## src/rtl/checksum.sv

```systemverilog
// Serial CRC-8 frame checker: 64 payload bits then 8 CRC bits, LSB first, one bit per enabled clock.
// Result is registered on the edge that samples the last frame bit; en_i low simply stalls the frame.
module checksum #(
  parameter int unsigned          DATA_WIDTH = 64,
  parameter int unsigned          CRC_WIDTH  = 8,
  parameter logic [CRC_WIDTH-1:0] POLY       = 8'h07
) (
  input  logic                  clk_i,
  input  logic                  rst_i,
  input  logic                  en_i,
  input  logic                  data_i,
  output logic [DATA_WIDTH-1:0] data_o,
  output logic                  flag_o
);

  localparam int unsigned      FRAME_LEN   = DATA_WIDTH + CRC_WIDTH;
  localparam int unsigned      CNT_W       = $clog2(FRAME_LEN);
  localparam logic [CNT_W-1:0] LAST_BIT    = CNT_W'(FRAME_LEN - 1);
  localparam logic [CNT_W-1:0] PAYLOAD_END = CNT_W'(DATA_WIDTH);
  localparam logic [CNT_W-1:0] CNT_ONE     = CNT_W'(1);

  logic [CNT_W-1:0]      bit_cnt;
  logic [CRC_WIDTH-1:0]  crc;
  logic [CRC_WIDTH-2:0]  rx_crc;
  logic [CRC_WIDTH-1:0]  rx_full;
  logic [DATA_WIDTH-1:0] payload;
  logic                  in_payload;
  logic                  fb;

  // The top received-CRC bit is the live input on the completion edge, so only 7 bits are stored.
  always_comb begin
    in_payload = (bit_cnt < PAYLOAD_END);
    fb         = crc[CRC_WIDTH-1] ^ data_i;
    rx_full    = {data_i, rx_crc};
  end

  always_ff @(posedge clk_i or negedge rst_i) begin
    if (!rst_i) begin
      bit_cnt <= '0;
      crc     <= '0;
      rx_crc  <= '0;
      payload <= '0;
      data_o  <= '0;
      flag_o  <= 1'b0;
    end else if (en_i) begin
      if (in_payload) begin
        payload <= {data_i, payload[DATA_WIDTH-1:1]};
        crc     <= {crc[CRC_WIDTH-2:0], 1'b0} ^ (fb ? POLY : '0);
      end else begin
        rx_crc  <= rx_full[CRC_WIDTH-1:1];
      end

      if (bit_cnt == LAST_BIT) begin
        bit_cnt <= '0;
        crc     <= '0;
        if (crc == rx_full) begin
          flag_o <= 1'b1;
          data_o <= payload;
        end else begin
          flag_o <= 1'b0;
          data_o <= '0;
        end
      end else begin
        bit_cnt <= bit_cnt + CNT_ONE;
      end
    end
  end

endmodule

```

## config.mk

```make
export PLATFORM = sky130hd
export DESIGN_NAME = checksum
export DESIGN_NICKNAME = d
export VERILOG_FILES = /design/src/rtl/checksum.sv
export SDC_FILE = /design/constraint.sdc
export NUM_CORES = 1
export LEC_CHECK = 0
export ABC_AREA = 1
export CAP_MARGIN = 20
export CORE_ASPECT_RATIO = 1.5
export CORE_MARGIN = 2
export CORE_UTILIZATION = 40
export DETAILED_ROUTE_END_ITERATION = 8
export GPL_TIMING_DRIVEN = 0
export PLACE_DENSITY = 0.69
export RECOVER_POWER = 50
export SLEW_MARGIN = 10
export SYNTH_ARGS = -nofsm -noshare
export SYNTH_HDL_FRONTEND = slang
export SYNTH_SLANG_ARGS = --single-unit
```

## constraint.sdc

```tcl
create_clock -name clk_i -period 1.4 [get_ports clk_i]
set_input_delay 0.42 -clock clk_i [delete_from_list [all_inputs] [get_ports clk_i]]
set_output_delay 0.42 -clock clk_i [all_outputs]
set_load 0.005 [all_outputs]
```

==> flow_summary.yaml, run 1 <==
run_status:
  outcome: "complete, but fails checks"
  violations: "negative setup slack"
worst_setup_path:
  critPathSlowestCell: "dfrtp_1"
  crit_chain: "ha_2 -> nand2_2 -> inv_2 -> nand3_4 -> nor2_4 -> buf_8 -> buf_4 -> nand4_1 -> nand2_1"
  arrival_ps: 1970
  crit_buf_inv: 3
  path_class: "reg -> reg"
  startpoint_type: "flop"
  path_delay_family: "simple AND/OR/NAND/NOR gates"
  end_kind: "flop"
  worst-path-max-fanout: 7
  crit_required_ps: 1750
  cpPeakStageDelay_ps: 350
clock_network:
  cts_buffers: 17
  root_buffer: "clkbuf_16"
  insertion_delay_ps: 420
  clock_sinks: 151
  clkTransAtPathRegs_ps: 60
  cts_tree: "built"
  htreeDepth: 4
  clockBufferDepth: 2
logic_synthesis:
  syn_avg_cell_area_um2: 8.858
  synthArstFlopShare: 1.000
  synth_seq_area_share: 0.6165
  synth_top_cells_by_area: "dfrtp_1 62%, nand2_1 22%, nand4_1 6.6%"
  syn_inst: 692
  synthesis.area_um2: 6130
  yosysTopAreaCell: "dfrtp_1"
  synth_warnings: 0
  synth_seq_cells: 151
  ys_types: 20
  synth_edf_count: 0
  synth_ff_type: "dfrtp_1"
  syn_nets: 697
  synth_top_area_share: 0.6165
worst_hold_path:
  hp-class: "in -> reg"
floorplan:
  fp.dieH_um: 155.6
  ioPinCount: 69
  rows: 55
  die_w_um: 105.1
  initial_core_util: 0.4067
  dieArea_um2: 16350
  coreArea_um2: 15070
power:
  ir_worst_vdd_mv: 0.7429
  swShare: 0.3002
  power_switching_mw: 3.849
  power_density_nw_per_um2: 1568
  pwr-share-clk: 0.390
  power.total_mw: 12.82
  p_int_mw: 8.971
  p_comb_frac: 0.195
  seq_power_share: 0.415
  total_leakage_power_nw: 4.640
drt:
  vias: 5021
  drt_iter0_drc: 343
  first_pass_iters: 5
  wl_per_cell_um: 13.91
  drt_wl_total_um: 14390
  antenna_left: 0
  drc: 0
  vias_per_cell: 4.856
sta:
  fin_crit_sh: 1.157
  hold_ws_ps: 296.9
  tns_ps: -17030
  timing.fmax_mhz: 617.3
  worst_slew_pin_slew_ps: 449.4
  setup_ws_ps: -219.8
  skew_ps: 7.687
  finalMaxSlewViolations: 0
  period_needed_ps: 1620
  setup_viol: 138
  slew_headroom: 0.7004
  hold_viol: 0
  rsz0062_at_grt: "yes"
layout:
  diodes: 0
  final_cell_area_um2: 8175
  final.fill_count: 1326
  layout_commonest_cell: "nand2_1"
  area_delta_synth_final_pct: 33.37
  finalNonFillerCells: 1034
  utilization: 0.5425
  finalNetCount: 827
  regArea_um2: 3779
  drive_gt1_frac: 0.2802
  multi_input_area_um2: 2217
  final_cell_mix: "319 x nand2_1, 151 x dfrtp_1, 69 x buf_2"
global_routing:
  grt_antenna_before_repair: 0
  grt_usage: 0.1812
  grt_overflow: 0
  grt_max_degree: 88
  grt_pass1_wl_um: 23810
  grt_pass1_vias: 4860
place:
  place_congestion: 0.7853
  dp_slack_ps: -876.1
  place_area_um2: 7119
  dp_hpwl_um: 8740
  io_buffers: 68
  dp.cells: 960
flow_run:
  cap_violations: 0
## worst reg2reg max path, delay by kind of cell, from the launching register on
kind / cells / cell delay [ps]
simple gates: 5 / 580
flops: 1 / 350
buf+inv: 3 / 420
fa+ha+maj: 1 / 190
## state kept, by name (all words and copies together), names as in the netlist
name and count:
data_o 64, payload 64, crc 8, bit_cnt 7, rx_crc 7, flag_o 1
## power groups by stage
stage          Sequential [mW]  Clock (mW)  Combinational [mW]
2_1_floorplan             5.26           0                1.58
3_3_place_gp              5.37           0                2.08
6_report                  5.32        5.01                2.50
3_5_place_dp              5.37           0                2.16
4_1_cts                   5.31        5.05                2.38
5_1_grt                   5.39        5.29                2.82
## path summary, 6_finish.rpt
kind / from / end / slack [ps] / depth (start not counted)
setup / recovery: bit_cnt[1] / data_o[38] / -220 / 9
hold / removal: en_i / bit_cnt[0] / 300 / 2
setup reg to reg: bit_cnt[1] / data_o[38] / -220 / 9
hold reg to reg: data_o[57] / data_o[57] / 480 / 2
max in group asynchronous: rst_i / payload[26] / 170 / 3
min in group asynchronous: rst_i / bit_cnt[2] / 480 / 2
## synth_stat cells, types with 4 or more instances
library cell  count
xor2_1            4
clkbuf_1         15
dfrtp_1         151
nor2_1           12
buf_6             5
nand2_1         364
nand4_1          65
o21ai_0          15
inv_1            20
a21oi_1           4
buf_2            22
## layer usage
| metal | up-vias | share of wire | GRT usage |
|---|---|---|---|
| li1 | 2460 | - | - |
| met1 | 2452 | 0.43 | 0.2311 |
| met2 | 99 | 0.53 | 0.3142 |
| met3 | 10 | 0.030 | 0.03676 |
| met4 | 0 | 0.011 | 0.04952 |
| met5 | - | 0 | 0 |
## area by class of cell
class	instances	share of cell area
Timing Repair Buffer	112	0.1009
Inverter	23	0.01087
Clock inverter	10	0.02357
Sequential cell	151	0.4622
Tap cell	199	0.03046
Buffer	42	0.04530
Clock buffer	22	0.05556
Multi-Input combinational cell	475	0.2712
## what timing repair did
item / in CTS / in global routing
cloned: 3 / 2
buffers inserted: 34 / 3
endpoints found under the setup margin: 204 / 228
hold buffers: 1 / 0
pin swaps: 19 / 12
gates resized for setup: 302 / 69
hold endpoints to repair: 64 / 0
## cell families (layout without fill, tap and decap cells)
| logic type | Yosys count | count (layout) | synth area share |
|---|---|---|---|
| AND/OR/NAND/NOR | 448 | 448 | 0.3043 |
| buffers and inverters | 66 | 209 | 0.05164 |
| flip-flops | 151 | 151 | 0.6165 |
| XOR/XNOR | 7 | 7 | 0.01000 |
| AO/OA/AOI/OAI | 19 | 19 | 0.01551 |
| adder cells (fa/ha/maj) | 1 | 1 | 0.002041 |
No activity file was read; power rests on OpenSTA's default activity.
==> run 2, diff against run 1 <==
--- a/config.mk
+++ b/config.mk
@@ -18,3 +18,4 @@
 export SYNTH_ARGS = -nofsm -noshare
 export SYNTH_HDL_FRONTEND = slang
 export SYNTH_SLANG_ARGS = --single-unit
+export TNS_END_PERCENT = 20
==> run 2 against run 1 <==
Net effect: the flow still finishes with violations (negative setup slack); hold slack better by 2.9 ps; design area down 1.3%; wire length down 1.6%; die area unchanged; first-iteration DRC count decreased by 17%.
==> flow_summary.yaml, run 2 (synthesis gave the netlist of run 1 again) <==
worst_setup_path:
  path_delay_family: "simple AND/OR/NAND/NOR gates"
  worst-path-max-fanout: 7
  critPathLaunch: "bit_cnt[1]"
  arrival_ps: 1970
  crit_chain: "ha_2 -> nand2_2 -> inv_2 -> nand3_4 -> nor2_4 -> buf_8 -> buf_4 -> nand4_1 -> nand2_1"
  end_kind: "flop"
  cpPeakStageDelay_ps: 350
  path_class: "reg -> reg"
  critPathSlowestCell: "dfrtp_1"
  crit_buf_inv: 3
  crit_required_ps: 1750
  r2r-start: "bit_cnt[1]"
  startpoint_type: "flop"
drt:
  drc: 0
  wl_met3_um: 479
  drt-met1-wl_um: 6016
  drt_wl_total_um: 14160
  highest_layer: "met4"
  antenna_left: 0
  met2_length_um: 7532
  drt_iter0_drc: 284
  wl_per_cell_um: 13.82
  first_pass_iters: 4
  vias_per_cell: 4.841
  vias: 4962
layout:
  final_cell_mix: "325 x nand2_1, 151 x dfrtp_1, 65 x nand4_1"
  layout_commonest_cell: "nand2_1"
  area_delta_synth_final_pct: 31.68
  drive_gt1_frac: 0.2627
  finalNonFillerCells: 1025
  finalNetCount: 818
  diodes: 0
  reg_top3: "data_o: 64 flops, payload: 64 flops, crc: 8 flops"
clock_network:
  cts_tree: "built"
  insertion_delay_ps: 410
  htreeDepth: 4
  clockBufferDepth: 2
  clock_sinks: 151
  cts_buffers: 17
  root_buffer: "clkbuf_16"
  clkTransAtPathRegs_ps: 60
power:
  power.total_mw: 12.80
  ir_worst_vdd_mv: 0.7334
  power_density_nw_per_um2: 1585
  total_leakage_power_nw: 4.533
sta:
  setup_viol: 75
  worst_slew_pin_slew_ps: 452.8
  timing.fmax_mhz: 616.3
  period_needed_ps: 1623
  setup_ws_ps: -222.6
  rsz0062_at_grt: "yes"
  hold_viol: 0
  skew_ps: 7.363
  slew_headroom: 0.6982
  fin_crit_sh: 1.159
  finalMaxSlewViolations: 0
  hold_ws_ps: 299.7
floorplan:
  initial_core_util: 0.4067
  die_w_um: 105.1
  coreArea_um2: 15070
  rows: 55
  dieArea_um2: 16350
  ioPinCount: 69
  fp.dieH_um: 155.6
run_status:
  outcome: "complete, but fails checks"
  violations: "negative setup slack"
place:
  dp.cells: 960
  dp_slack_ps: -876.1
  place_congestion: 0.7853
  dp_hpwl_um: 8740
  io_buffers: 68
global_routing:
  grt_max_degree: 88
  grt_antenna_before_repair: 0
  grt_pass1_vias: 4811
  grt_overflow: 0
  grt_usage: 0.1786
  grt_pass1_wl_um: 23450
flow_run:
  cap_violations: 0
worst_hold_path:
  hp-class: "in -> reg"
  hold_start: "en_i"
run 2: cell count changes in the layout (fill, tap and decap cells not counted), sizes merged:
cell / delta
buf: -58
clkbuf: +49
run 2: timing repair:
| action | CTS | global route |
|---|---|---|
| hold buffers | 1 | 0 |
| endpoints found under the setup margin | 204 | 274 |
| gates resized for setup | 197 | 109 |
| buffers inserted | 25 | 3 |
| hold endpoints to repair | 64 | 0 |
| pin swaps | 14 | 13 |
| gates cloned | 3 | 2 |
run 2: final cells by class:
| class | count | area, um2 |
|---|---|---|
| Tap cell | 199 | 249.0 |
| Clock buffer | 22 | 454.2 |
| Buffer | 42 | 367.9 |
| Sequential cell | 151 | 3779 |
| Multi-Input combinational cell | 475 | 2187 |
| Clock inverter | 10 | 192.7 |
| Timing Repair Buffer | 103 | 753.2 |
| Inverter | 23 | 88.84 |
| Fill cell | 1340 | 6999 |
run 2: path summary, 6_finish.rpt:
kind | to | slack [ps] | cells after the start
min reg2reg | data_o[57] | 480 | 2
min | bit_cnt[0] | 300 | 2
max reg2reg | data_o[38] | -220 | 9
max in group asynchronous | data_o[42] | 170 | 3
min in group asynchronous | bit_cnt[2] | 490 | 2
max | data_o[38] | -220 | 9
run 2: where the power goes:
group / switching [mW] / internal [mW]
combinational: 1.61 / 0.871
clock: 1.76 / 3.23
sequential: 0.457 / 4.86
total: 3.83 / 8.97
run 2: stage by stage:
step / setup TNS, ps / util / cell area (um2)
after global routing: -17020 / 0.5356 / 8071
final: -11960 / 0.5356 / 8071
after CTS: -12910 / 0.5370 / 8093
after floorplan: -412.1 / - / 6157
after global placement: -1030480 / 0.4702 / 7087
after detailed placement: -103340 / 0.4724 / 7119
run 2: layer usage:
metal / global-route usage / up-vias
met5: 0 / -
met2: 0.3111 / 94
met3: 0.03592 / 8
met1: 0.2264 / 2415
li1: - / 2445
met4: 0.04952 / 0
==> run 3, diff against run 2 <==
--- a/config.mk
+++ b/config.mk
@@ -8,13 +8,12 @@
 export ABC_AREA = 1
 export CAP_MARGIN = 20
 export CORE_ASPECT_RATIO = 1.5
-export CORE_MARGIN = 2
 export CORE_UTILIZATION = 40
 export DETAILED_ROUTE_END_ITERATION = 8
 export GPL_TIMING_DRIVEN = 0
 export PLACE_DENSITY = 0.69
 export RECOVER_POWER = 50
-export SLEW_MARGIN = 10
+export SLEW_MARGIN = 20
 export SYNTH_ARGS = -nofsm -noshare
 export SYNTH_HDL_FRONTEND = slang
 export SYNTH_SLANG_ARGS = --single-unit
==> run 3 against run 2 <==
Net effect: the flow still finishes with violations (negative setup slack); power is 5.1% lower; die area is 3.2% lower; core utilization is 1.8 points lower; flip-flop and latch count unchanged; combinational power down 3%; sequential share of layout area rose by 1.8 points; design area fell by 3.7%; final cell count fell by 0.39%.
==> flow_summary.yaml, run 3 (synthesis gave the netlist of run 1 again) <==
floorplan:
  dieArea_um2: 15830
  die_w_um: 103.1
  fp.dieH_um: 153.6
  initial_core_util: 0.4086
  rows: 55
  coreArea_um2: 15000
  ioPinCount: 69
sta:
  hold_ws_ps: 475.7
  skew_ps: 11.06
  fin_crit_sh: 1.130
  finalMaxSlewViolations: 0
  rsz0062_at_grt: "yes"
  setup_viol: 92
  worst_slew_pin_slew_ps: 655.1
  period_needed_ps: 1582
  hold_viol: 0
  setup_ws_ps: -182.4
  timing.fmax_mhz: 631.9
  slew_headroom: 0.5632
clock_network:
  clock_sinks: 151
  clkTransAtPathRegs_ps: 60
  clockBufferDepth: 2
  root_buffer: "clkbuf_16"
  htreeDepth: 4
  insertion_delay_ps: 420
  cts_tree: "built"
  cts_buffers: 17
drt:
  drt_wl_total_um: 13790
  antenna_left: 0
  first_pass_iters: 7
  vias: 4904
  wl_per_cell_um: 13.50
  drc: 0
  vias_per_cell: 4.803
  drt_iter0_drc: 226
worst_setup_path:
  crit_required_ps: 1760
  crit_buf_inv: 3
  rrSetupSlack_ps: -180
  worst-path-max-fanout: 10
  end_kind: "flop"
  crit_chain: "ha_2 -> nand2_1 -> inv_1 -> nand3_2 -> nor2_4 -> buf_8 -> buf_8 -> nand4_1 -> nand2_1"
  path_class: "reg -> reg"
  path_delay_family: "simple AND/OR/NAND/NOR gates"
  startpoint_type: "flop"
  cpPeakStageDelay_ps: 350
  critPathSlowestCell: "dfrtp_1"
  arrival_ps: 1940
global_routing:
  use_met3: 0.03455
  grt_usage: 0.1891
  grt_max_degree: 82
  busiest_layer: "met2"
  grt_use_met1: 0.2346
  grt_antenna_before_repair: 0
  use_met2: 0.3219
  grt_pass1_vias: 4863
  grt_pass1_wl_um: 23140
  grt_overflow: 0
layout:
  finalNetCount: 814
  final.fill_count: 1429
  area_delta_synth_final_pct: 26.76
  final_cell_mix: "356 x nand2_1, 151 x dfrtp_1, 65 x nand4_1, 65 x clkbuf_2, 33 x buf_4"
  layout_commonest_cell: "nand2_1"
  drive_gt1_frac: 0.2263
  reg_top3: "data_o: 64 flops, payload: 64 flops, crc: 8 flops"
  final_cell_area_um2: 7770
  diodes: 0
  utilization: 0.5179
place:
  dp_hpwl_um: 8720
  io_buffers: 68
  place_area_um2: 7119
  place_congestion: 0.7771
power:
  ir_worst_vdd_mv: 0.8048
  power.total_mw: 12.15
  power_density_nw_per_um2: 1564
  total_leakage_power_nw: 4.426
flow_run:
  cap_violations: 0
run_status:
  outcome: "complete, but fails checks"
  violations: "negative setup slack"
worst_hold_path:
  hp-class: "reg -> reg"
run 3: final cells by class:
cell class,count,area [um2],area share
flip-flops and latches,151,3779,0.4863
multi-input cells,475,2085,0.2683
repair buffers,98,616.8,0.07939
clock buffers,20,466.7,0.06006
plain buffers,43,370.4,0.04767
well taps,199,249.0,0.03205
clock inverters,12,115.1,0.01481
inverters,23,88.84,0.01143
run 3: power by group:
group,total (mW),internal (mW),switching [mW]
Sequential,5.31,4.86,0.450
Combinational,2.40,0.835,1.57
Clock,4.43,2.61,1.82
Total,12.1,8.31,3.84
run 3: metrics by stage:
step	TNS, ps	instances	worst slack [ps]
2_1_floorplan	-412.1	692	-16.87
3_3_place_gp	-1032980	959	-6186
3_5_place_dp	-101450	960	-842.9
4_1_cts	-12820	1017	-170.5
5_1_grt	-34910	1021	-279.2
6_report	-10330	1021	-182.4
run 3: worst min-delay path, stage by stage, from the launching register on:
cell and delay, ps:
dfrtp_1 330, nand2_1 50, nand2_1 60
run 3: metal layers:
layer  part of all wire  vias up
met5                  0        -
met2               0.52      103
met1               0.43     2344
met4              0.021        0
li1                   -     2432
met3              0.030       25
run 3: timing repair:
item | 4_1_cts | 5_1_grt
resized for setup | 186 | 77
hold endpoints to repair | 70 | 0
setup endpoints to repair | 204 | 268
pin swaps | 3 | 6
cloned | 2 | 0
hold buffers | 1 | 0
buffers inserted | 22 | 4
run 3: final timing paths:
check / start / endpoint / cells past startpoint
max: bit_cnt[1] / data_o[63] / 9
min: data_o[9] / data_o[9] / 2
max in group asynchronous: rst_i / payload[39] / 3
min in group asynchronous: rst_i / bit_cnt[2] / 2
max reg2reg: bit_cnt[1] / data_o[63] / 9
min reg2reg: data_o[9] / data_o[9] / 2
